`config.mk`:
```
export PLATFORM = sky130hd
export DESIGN_NAME = ram_loader_flat
export DESIGN_NICKNAME = d
export VERILOG_FILES = /design/src/rtl/ram_loader_if.sv /design/src/rtl/ram_loader.sv /design/src/flat_wrapper.sv
export SDC_FILE = /design/constraint.sdc
export NUM_CORES = 1
export LEC_CHECK = 0
export CELL_PAD_IN_SITES_DETAIL_PLACEMENT = 0
export CELL_PAD_IN_SITES_GLOBAL_PLACEMENT = 1
export CORE_ASPECT_RATIO = 1.2
export CORE_MARGIN = 3
export CORE_UTILIZATION = 38
export DETAILED_ROUTE_END_ITERATION = 16
export PLACE_DENSITY_LB_ADDON = 0.1
export SLEW_MARGIN = 20
export SYNTH_ARGS = -nofsm -noshare
export SYNTH_HDL_FRONTEND = slang
export SYNTH_SLANG_ARGS = --single-unit
```
`constraint.sdc`:
```
create_clock -name clk -period 2.6 [get_ports clk]
set_input_delay 0.26 -clock clk [delete_from_list [all_inputs] [get_ports clk]]
set_output_delay 0.26 -clock clk [all_outputs]
set_load 0.02 [all_outputs]
```
`src/rtl/ram_loader_if.sv`:
```
// Byte-stream handshake, shared-bus strobes and session status between the
// program source / CPU side (master) and the RAM loader (slave).
interface ram_loader_if #(
  parameter int ADDR_W = 4
);
  logic              start;
  logic              abort;
  logic [7:0]        in_data;
  logic              in_valid;
  logic              in_ready;
  logic [7:0]        bus_out;
  logic              bus_oe;
  logic              MI;
  logic              RI;
  logic              halt_cpu;
  logic              busy;
  logic              done;
  logic [ADDR_W-1:0] addr;
  logic [7:0]        checksum;

  modport master (
    output start, abort, in_data, in_valid,
    input  in_ready, bus_out, bus_oe, MI, RI, halt_cpu, busy, done, addr, checksum
  );

  modport slave (
    input  start, abort, in_data, in_valid,
    output in_ready, bus_out, bus_oe, MI, RI, halt_cpu, busy, done, addr, checksum
  );
endinterface

```
`src/rtl/ram_loader.sv`:
```
// Loads a stream of program bytes into RAM words 0..WORDS-1, driving each write
// as an MI (address) phase followed by an RI (data) phase while the CPU is halted.
module ram_loader #(
  parameter int WORDS  = 16,
  parameter int ADDR_W = 4
) (
  input  logic        clk,
  input  logic        rst,
  ram_loader_if.slave lif
);

  typedef enum logic [2:0] {
    IDLE,
    WAIT_BYTE,
    ADDR,
    DATA,
    DONE
  } state_t;

  state_t            r_state;
  state_t            w_next;
  logic [ADDR_W-1:0] r_addr;
  logic [7:0]        r_checksum;
  logic [7:0]        r_byte;

  logic              w_last;
  logic              w_accept;
  logic              w_in_ready;
  logic [7:0]        w_bus_out;
  logic              w_bus_oe;
  logic              w_mi;
  logic              w_ri;
  logic              w_done;

  assign w_last   = (r_addr == ADDR_W'(WORDS - 1));
  // abort wins over the handshake, so a byte offered alongside it is dropped
  assign w_accept = (r_state == WAIT_BYTE) && lif.in_valid && !lif.abort;

  always_ff @(posedge clk or negedge rst) begin
    if (!rst) begin
      r_state <= IDLE;
    end else begin
      r_state <= w_next;
    end
  end

  always_comb begin
    w_next     = r_state;
    w_in_ready = 1'b0;
    w_bus_out  = 8'h00;
    w_bus_oe   = 1'b0;
    w_mi       = 1'b0;
    w_ri       = 1'b0;
    w_done     = 1'b0;
    case (r_state)
      IDLE: begin
        if (lif.start) w_next = WAIT_BYTE;
      end
      WAIT_BYTE: begin
        w_in_ready = 1'b1;
        if (lif.abort)         w_next = IDLE;
        else if (lif.in_valid) w_next = ADDR;
      end
      ADDR: begin
        w_bus_out = 8'(r_addr);
        w_bus_oe  = 1'b1;
        w_mi      = 1'b1;
        w_next    = lif.abort ? IDLE : DATA;
      end
      DATA: begin
        w_bus_out = r_byte;
        w_bus_oe  = 1'b1;
        w_ri      = 1'b1;
        if (lif.abort)   w_next = IDLE;
        else if (w_last) w_next = DONE;
        else             w_next = WAIT_BYTE;
      end
      DONE: begin
        w_done = 1'b1;
        w_next = IDLE;
      end
      default: w_next = IDLE;
    endcase
  end

  // The DATA-phase write always completes, even when aborted, so it is always counted
  always_ff @(posedge clk or negedge rst) begin
    if (!rst) begin
      r_addr     <= '0;
      r_checksum <= 8'h00;
      r_byte     <= 8'h00;
    end else begin
      if (r_state == IDLE && lif.start) begin
        r_addr     <= '0;
        r_checksum <= 8'h00;
      end
      if (w_accept) begin
        r_byte <= lif.in_data;
      end
      if (r_state == DATA) begin
        r_checksum <= r_checksum + r_byte;
        r_addr     <= w_last ? '0 : r_addr + ADDR_W'(1);
      end
    end
  end

  assign lif.in_ready = w_in_ready;
  assign lif.bus_out  = w_bus_out;
  assign lif.bus_oe   = w_bus_oe;
  assign lif.MI       = w_mi;
  assign lif.RI       = w_ri;
  assign lif.done     = w_done;
  assign lif.busy     = (r_state != IDLE);
  assign lif.halt_cpu = (r_state != IDLE);
  assign lif.addr     = r_addr;
  assign lif.checksum = r_checksum;

endmodule

```
`src/flat_wrapper.sv`:
```
// flat-port wrapper written by rule: the top's interface ports become plain ports
module ram_loader_flat 
#(
  parameter int WORDS  = 16,
  parameter int ADDR_W = 4
)
  (clk, rst, lif_start, lif_abort, lif_in_data, lif_in_valid, lif_in_ready, lif_bus_out, lif_bus_oe, lif_MI, lif_RI, lif_halt_cpu, lif_busy, lif_done, lif_addr, lif_checksum);
  ram_loader_if #(.ADDR_W(ADDR_W)) lif_i ();
  input  logic clk;
  input  logic rst;
  input wire logic [$bits(lif_i.start)-1:0] lif_start;
  input wire logic [$bits(lif_i.abort)-1:0] lif_abort;
  input wire logic [$bits(lif_i.in_data)-1:0] lif_in_data;
  input wire logic [$bits(lif_i.in_valid)-1:0] lif_in_valid;
  output wire logic [$bits(lif_i.in_ready)-1:0] lif_in_ready;
  output wire logic [$bits(lif_i.bus_out)-1:0] lif_bus_out;
  output wire logic [$bits(lif_i.bus_oe)-1:0] lif_bus_oe;
  output wire logic [$bits(lif_i.MI)-1:0] lif_MI;
  output wire logic [$bits(lif_i.RI)-1:0] lif_RI;
  output wire logic [$bits(lif_i.halt_cpu)-1:0] lif_halt_cpu;
  output wire logic [$bits(lif_i.busy)-1:0] lif_busy;
  output wire logic [$bits(lif_i.done)-1:0] lif_done;
  output wire logic [$bits(lif_i.addr)-1:0] lif_addr;
  output wire logic [$bits(lif_i.checksum)-1:0] lif_checksum;
  assign lif_i.start = lif_start;
  assign lif_i.abort = lif_abort;
  assign lif_i.in_data = lif_in_data;
  assign lif_i.in_valid = lif_in_valid;
  assign lif_in_ready = lif_i.in_ready;
  assign lif_bus_out = lif_i.bus_out;
  assign lif_bus_oe = lif_i.bus_oe;
  assign lif_MI = lif_i.MI;
  assign lif_RI = lif_i.RI;
  assign lif_halt_cpu = lif_i.halt_cpu;
  assign lif_busy = lif_i.busy;
  assign lif_done = lif_i.done;
  assign lif_addr = lif_i.addr;
  assign lif_checksum = lif_i.checksum;
  ram_loader #(.WORDS(WORDS), .ADDR_W(ADDR_W)) u_core (.clk(clk), .rst(rst), .lif(lif_i));
endmodule
```
==> results of run 1 <==
critical path, delay by kind of cell (launching register included):
kind / cells / cell delay [ps]
buffers and inverters: 2 / 820
AND/OR/NAND/NOR: 2 / 490
flip-flops: 1 / 460
per-layer routing:
layer	GRT usage [%]	vias to the layer above	share of wire [%]
li1	-	579	-
met2	29.22	22	50
met4	2.830	0	0.40
met5	0	-	0
met1	21.91	540	46
met3	2.301	2	3.7
cells in the final DEF (no fill, tap or decap), drive strengths merged, types with 3 or more instances in the layout:
cell type	Yosys	routed
clkdlybuf4s50	0	39
dfrtp	23	23
o21ai	14	14
nand2	13	13
nor2	11	11
a21oi	9	9
mux2	9	9
ha	8	8
and2	5	5
inv	4	4
mux2i	4	4
a22o	4	4
nor3	3	3
xor2	3	3
a21o	3	3
a211oi	3	3
clkbuf	1	3
buf	5	3
nand3b	3	3
where the power goes:
part / switching [mW] / internal [mW] / total, mW
combinational: 0.372 / 0.402 / 0.774
clock: 0.119 / 0.107 / 0.226
sequential: 0.130 / 0.466 / 0.596
flip-flops by register name, summed over array words and instances, names as in the netlist:
register / count
u_core.lif.checksum: 8
u_core.r_byte: 8
u_core.r_state: 3
u_core.lif.addr: 4
final cells by class:
class | count | area (µm²)
tap | 37 | 46.29
inverter | 4 | 15.01
sequential | 23 | 575.6
fill | 330 | 1587
clock buffer | 3 | 41.29
timing repair buffer | 42 | 412.9
multi-input combinational | 106 | 770.7
clock inverter | 1 | 5.005
path summary, 6_finish.rpt:
path	slack, ps	end
setup / recovery	300	lif_bus_out[7]
hold / removal	340	u_core.r_byte[6]
setup reg to reg	620	u_core.lif.checksum[6]
hold reg to reg	530	u_core.lif.checksum[6]
max in group asynchronous	2010	u_core.r_byte[0]
min in group clk	530	u_core.lif.checksum[6]
cells by family (layout without fill, tap and decap cells):
kind of cell,Yosys count,count (layout),synth area share (%)
and+or+nand+nor,44,44,15.85
AOI/OAI and AO/OA,36,36,15.76
DFF,23,23,40.96
muxes,13,13,12.20
buffers and inverters,10,50,4.185
adders and majority gates,9,9,8.549
xor gates and xnor gates,4,4,2.494
==> results.ini, run 1 <==
[synthesis]
synth_seq_cells=23
synth_cell_types=33
synth_area_leaders=dfrtp_1, mux2_4, ha_1
synth_async_sr_flop_share_pct=100.0
synth_top_area_share_pct=40.96
synthCells=139
yosysSeqAreaShare_pct=40.96
synth-edff-count=0
ys.flop_type=dfrtp_1
netlist.top_cell.by_area=dfrtp_1
syn_area_per_cell_um2=10.11
synth_nets=161
synth_common_cells=dfrtp_1, o21ai_0, nand2_1
synth_area_um2=1405
yosysMostFrequentCell=dfrtp_1
yosys_warnings=0

[route]
routed_via_density=5.292
vias=1143
drc_errors=0
wl_per_cell_um=15.20
ant_nets=0
dr.pass1.iters=4
first_iter_violations=28
wirelength_um=3283

[critical_path]
cp_slowest_cell=clkdlybuf4s50_1
cp.required_ps=2340
max_stage_delay_ps=600
worst-path-max-fanout=9
r2r-start=u_core.lif.checksum[0]
critical_path_class=reg -> out
startpoint_type=flip-flop
worstPathCellList=nand3b_2, inv_1, and2_1, clkdlybuf4s50_1
worstSetupStartpoint=u_core.r_state[2]
critPathCaptureType=output port
crit_arrival_ps=2040
rr_worst_depth=7

[timing]
fin_worst_skew_ps=2.990
rsz0062_at_grt=false
setup_tns_ps=0
hold_viol_final=0
finalSetupViolations=0
finalCritPeriodShare_pct=88.46
layout_setup_ws_ps=300.0
hold_slack_ps=342.3
fmax_mhz=434.8
drv_slew=0
final.min_clock_period_ps=2300
tightest_slew_ps=444.2
relSlewSlack_pct=70.39

[clock_network]
hold_buffers=0
cts_setup_buffers=0
cts-root-buf=clkbuf_8
cts_tree=yes
clk_pin_slew_ps=90
clk_latency_ps=260
cts.path.max_buffers=2
cts.sinks=23
cts.htree.levels=1
cts_resized=0
cts_made_buffers=3

[global_routing]
grt_use_total_pct=16.73
grt_overflow=0
grt_pass1_wl_um=5706
antenna_found_initial=0
grt_max_degree=24
grt_pass1_vias=1218

[placed_design]
gp_congestion=0.8151
port_buffers=39
place_inst=212
place_area_um2=1821
hpwl_um=2490
dp_slack_ps=572.4

[final_layout]
final_cells=216
final_util_pct=54.06
nNetsFinal=202
drive_above_1_share_pct=10.61
design_area_um2=1867
syn2layout_area_growth_pct=32.86
diodes=0

[power]
finalPower_mw=1.595
p_per_area_nw_per_um2=854.4
p_leak_nw=0.8803
peakVddDrop_uv=450.7

[floorplan]
start_util_pct=40.69
rows=23
coreArea_um2=3453
die_h_um=72.61
die_area_um2=4466
die_x_um=61.51
boundaryPins=40

[outcome]
status=complete, no violations

[run]
maxCapViolCount=0

[worst_hold_path]
min_path_type=in -> async

Note: power is estimated with default switching activity, not from simulation.
==> inputs of run 2 (changes only) <==
CORE_ASPECT_RATIO = default   (was 1.2)
CTS_CLUSTER_DIAMETER = 120   (was default)
==> run 2 against run 1 <==
  * Clock skew is 0.59 ps higher
  * Sequential share of layout area down 0.18 points
  * Critical endpoint is now lif_bus_out[6]
  * Utilization up 0.50 points
==> results.ini, run 2 (synthesized netlist as in run 1, its figures left out) <==
[route]
wirelength_um=3228
wl_per_cell_um=14.35
routed_via_density=5.111
drc_errors=0
ant_nets=0
vias=1150
first_iter_violations=34
dr.pass1.iters=4

[critical_path]
worst-path-max-fanout=10
max_stage_delay_ps=590
critPathCaptureType=output port
cp.required_ps=2340
startpoint_type=flip-flop
worstSetupStartpoint=u_core.r_state[2]
cp_slowest_cell=clkdlybuf4s50_1
crit_buf_inv=2
cp_top_family=buffers and inverters
r2r-start=u_core.r_byte[0]
critical_path_class=reg -> out
worstPathCellList=nand3b_2, inv_1, and2_1, clkdlybuf4s50_1
crit_arrival_ps=2130

[floorplan]
die_h_um=66.81
rows=21
die_x_um=66.81
coreArea_um2=3442
start_util_pct=40.82
die_area_um2=4464
boundaryPins=40

[timing]
setup_tns_ps=0
fmax_mhz=418.7
hold_viol_final=0
relSlewSlack_pct=72.14
layout_setup_ws_ps=211.7
tightest_slew_ps=417.9
rsz0062_at_grt=false
final.min_clock_period_ps=2388
finalCritPeriodShare_pct=91.86
drv_slew=0
fin_worst_skew_ps=3.579
finalSetupViolations=0

[placed_design]
dp_slack_ps=507.4
gp_congestion=0.7889
port_buffers=39
place_inst=221
hpwl_um=2400

[final_layout]
drive_above_1_share_pct=10.61
diodes=0
layout_commonest_cell=clkdlybuf4s50_1
layout_common_cells=clkdlybuf4s50_1, dfrtp_1, o21ai_0
final_cells=225
nNetsFinal=202
syn2layout_area_growth_pct=33.66

[clock_network]
cts_setup_buffers=0
cts-root-buf=clkbuf_8
clk_latency_ps=260
cts_resized=0
cts.htree.levels=1
hold_buffers=0
cts.sinks=23
clk_pin_slew_ps=80
cts_tree=yes
cts_made_buffers=3
cts.path.max_buffers=2

[worst_hold_path]
min_path_type=in -> async

[power]
combPwrFrac_pct=48.8
p_switching_uw=619.2
peakVddDrop_uv=402.2
p_per_area_nw_per_um2=849.2
sw_frac_of_total_pct=38.83
clkPwrFrac_pct=14.0
p_leak_nw=0.8803
pwr-share-seq_pct=37.2
p_int_uw=975.6

[global_routing]
grt_overflow=0
grt_use_total_pct=16.55
grt_pass1_vias=1208
grt_max_degree=24
antenna_found_initial=0
grt_pass1_wl_um=5678

[outcome]
status=complete, no violations

[run]
maxCapViolCount=0

run 2: worst register-to-register path: stages, from the launching register on:
cell and delay, ps:
dfrtp_1 420, ha_1 230, fa_1 410, a21oi_1 200, o21ai_0 130, a21oi_1 220, xor2_1 170, o21ai_0 100
run 2: final timing paths:
check | to | slack, ps | cells after the start
max | lif_bus_out[6] | 210 | 4
min | u_core.r_byte[0] | 350 | 2
max reg2reg | u_core.lif.checksum[6] | 590 | 7
min reg2reg | u_core.lif.checksum[5] | 540 | 2
max in group asynchronous | u_core.lif.checksum[6] | 2020 | 2
min in group clk | u_core.lif.checksum[5] | 540 | 2
run 2: cell type report:
type                    instances  area [µm²]
repair buffers                 42       412.9
multi-input cells             106       770.7
flip-flops and latches         23       575.6
clock inverters                 1       5.005
well taps                      46       57.56
clock buffers                   3       41.29
inverters                       4       15.01
fillers                       329        1564
run 2: through the flow:
| step | hold WS [ps] | total power, mW | utilization (%) | cell area [µm²] |
|---|---|---|---|---|
| 3_5_place_dp | 515.4 | 1.380 | 53.22 | 1832 |
| 5_1_grt | 372.3 | 1.731 | 54.56 | 1878 |
| 4_1_cts | 360.6 | 1.616 | 54.56 | 1878 |
| 2_1_floorplan | -35.59 | 1.109 | - | 1405 |
| 3_3_place_gp | 515.3 | 1.361 | 53.22 | 1832 |
| 6_report | 347.5 | 1.595 | 54.56 | 1878 |
run 2: power groups by stage:
stage               clock, mW  sequential (mW)  combinational [mW]
floorplan                   0            0.613               0.497
global placement            0            0.597               0.764
detailed placement          0            0.601               0.778
CTS                     0.236            0.594               0.785
global route            0.247            0.615               0.869
finish                  0.223            0.593               0.779
run 2: layer usage:
metal | up-vias | part of all wire (%) | GRT usage (%)
met2 | 24 | 48 | 28.71
met3 | 4 | 4.2 | 3.879
met4 | 0 | 0.65 | 3.046
met5 | - | 0 | 0
li1 | 572 | - | -
met1 | 550 | 47 | 20.99
==> inputs of run 3 (changes only) <==
MAX_ROUTING_LAYER = met4   (was default)
==> run 3 against run 2 <==
  * Critical path type unchanged
  * Register-to-register slack about the same
  * Hold slack about the same
  * Clock-buffer cell count did not move
  * Wire length did not move
  * Largest power group unchanged
  * Via count did not move
  * Non-clock buffer count unchanged
==> results.ini, run 3 (synthesized netlist as in run 1, its figures left out) <==
[final_layout]
final_cells=225
nNetsFinal=202
drive_above_1_share_pct=10.61
layout_commonest_cell=clkdlybuf4s50_1
diodes=0
syn2layout_area_growth_pct=33.66
design_area_um2=1878
fill_cells=329
layout_common_cells=clkdlybuf4s50_1, dfrtp_1, o21ai_0

[timing]
hold_viol_final=0
setup_tns_ps=0
relSlewSlack_pct=72.14
final.min_clock_period_ps=2388
fin_worst_skew_ps=3.579
rsz0062_at_grt=false
layout_setup_ws_ps=211.7
fmax_mhz=418.7
finalCritPeriodShare_pct=91.86
drv_slew=0
finalSetupViolations=0
tightest_slew_ps=417.9

[clock_network]
cts_tree=yes
cts.sinks=23
cts_resized=0
cts.path.max_buffers=2
clk_latency_ps=260
clk_pin_slew_ps=80
cts_setup_buffers=0
cts.htree.levels=1
cts-root-buf=clkbuf_8
cts_made_buffers=3
hold_buffers=0

[global_routing]
antenna_found_initial=0
grt_use_total_pct=16.99
grt_max_degree=24
grt_overflow=0
grt_pass1_vias=1208
grt_pass1_wl_um=5678

[route]
drc_errors=0
vias=1150
first_iter_violations=34
routed_via_density=5.111
wl_per_cell_um=14.35
dr.pass1.iters=4
wirelength_um=3228
ant_nets=0

[placed_design]
place_inst=221
port_buffers=39
dp_slack_ps=507.4
place_area_um2=1832
hpwl_um=2400
gp_congestion=0.7999

[critical_path]
rr_worst_depth=7
cp.required_ps=2340
cp_slowest_cell=clkdlybuf4s50_1
r2r-start=u_core.r_byte[0]
ff2ff_setup_slack_ps=590
max_stage_delay_ps=590
startpoint_type=flip-flop
worst-path-max-fanout=10
critPathCaptureType=output port
timing.rr.end=u_core.lif.checksum[6]
worstPathCellList=nand3b_2, inv_1, and2_1, clkdlybuf4s50_1
crit_arrival_ps=2130
critical_path_class=reg -> out

[power]
p_per_area_nw_per_um2=849.3
p_leak_nw=0.8803
peakVddDrop_uv=403.1

[floorplan]
die_area_um2=4464
die_x_um=66.81
rows=21
coreArea_um2=3442
die_h_um=66.81
boundaryPins=40
start_util_pct=40.82

[run]
maxCapViolCount=0

[worst_hold_path]
min_path_type=in -> async

[outcome]
status=complete, no violations

-- run 3: how the worst max path moves through the flow --
stage | endpoint | start
global route | lif_bus_out[6] | u_core.r_state[2]
CTS | lif_bus_out[6] | u_core.r_state[2]
floorplan | u_core.lif.checksum[6] | u_core.lif.checksum[0]
detailed placement | lif_bus_out[6] | u_core.r_state[2]
global placement | lif_bus_out[7] | u_core.r_state[2]
finish | lif_bus_out[6] | u_core.r_state[2]
-- run 3: layer usage --
layer,GRT usage [%],part of all wire (%)
met5,-,0
met1,21.10,47
met2,28.71,48
met3,3.710,3.9
met4,3.046,0.65
-- run 3: layout make-up --
cell class              instances  area, µm²  share of cell area [%]
repair buffers                 42      412.9                   21.99
multi-input cells             106      770.7                   41.04
inverters                       4      15.01                  0.7995
clock inverters                 1      5.005                  0.2665
well taps                      46      57.56                   3.065
flip-flops and latches         23      575.6                   30.65
clock buffers                   3      41.29                   2.199
-- run 3: power by group --
| part | internal (mW) | switching [mW] | leakage, nW |
|---|---|---|---|
| clock | 0.107 | 0.116 | 0.0255 |
| combinational | 0.402 | 0.377 | 0.555 |
| sequential | 0.466 | 0.127 | 0.299 |
| total | 0.976 | 0.619 | 0.880 |
-- run 3: worst max-delay path: cells and delay by family, from the launching register on --
| kind | cells | cell delay, ps |
|---|---|---|
| buf+inv | 2 | 870 |
| flops | 1 | 470 |
| simple gates | 2 | 520 |
-- run 3: stage by stage --
stage | util, % | hold WS [ps] | total power [mW]
after floorplan | - | -35.59 | 1.109
after global placement | 53.22 | 515.3 | 1.361
after detailed placement | 53.22 | 515.4 | 1.380
after CTS | 54.56 | 360.6 | 1.616
after global routing | 54.56 | 372.3 | 1.731
final | 54.56 | 347.5 | 1.595
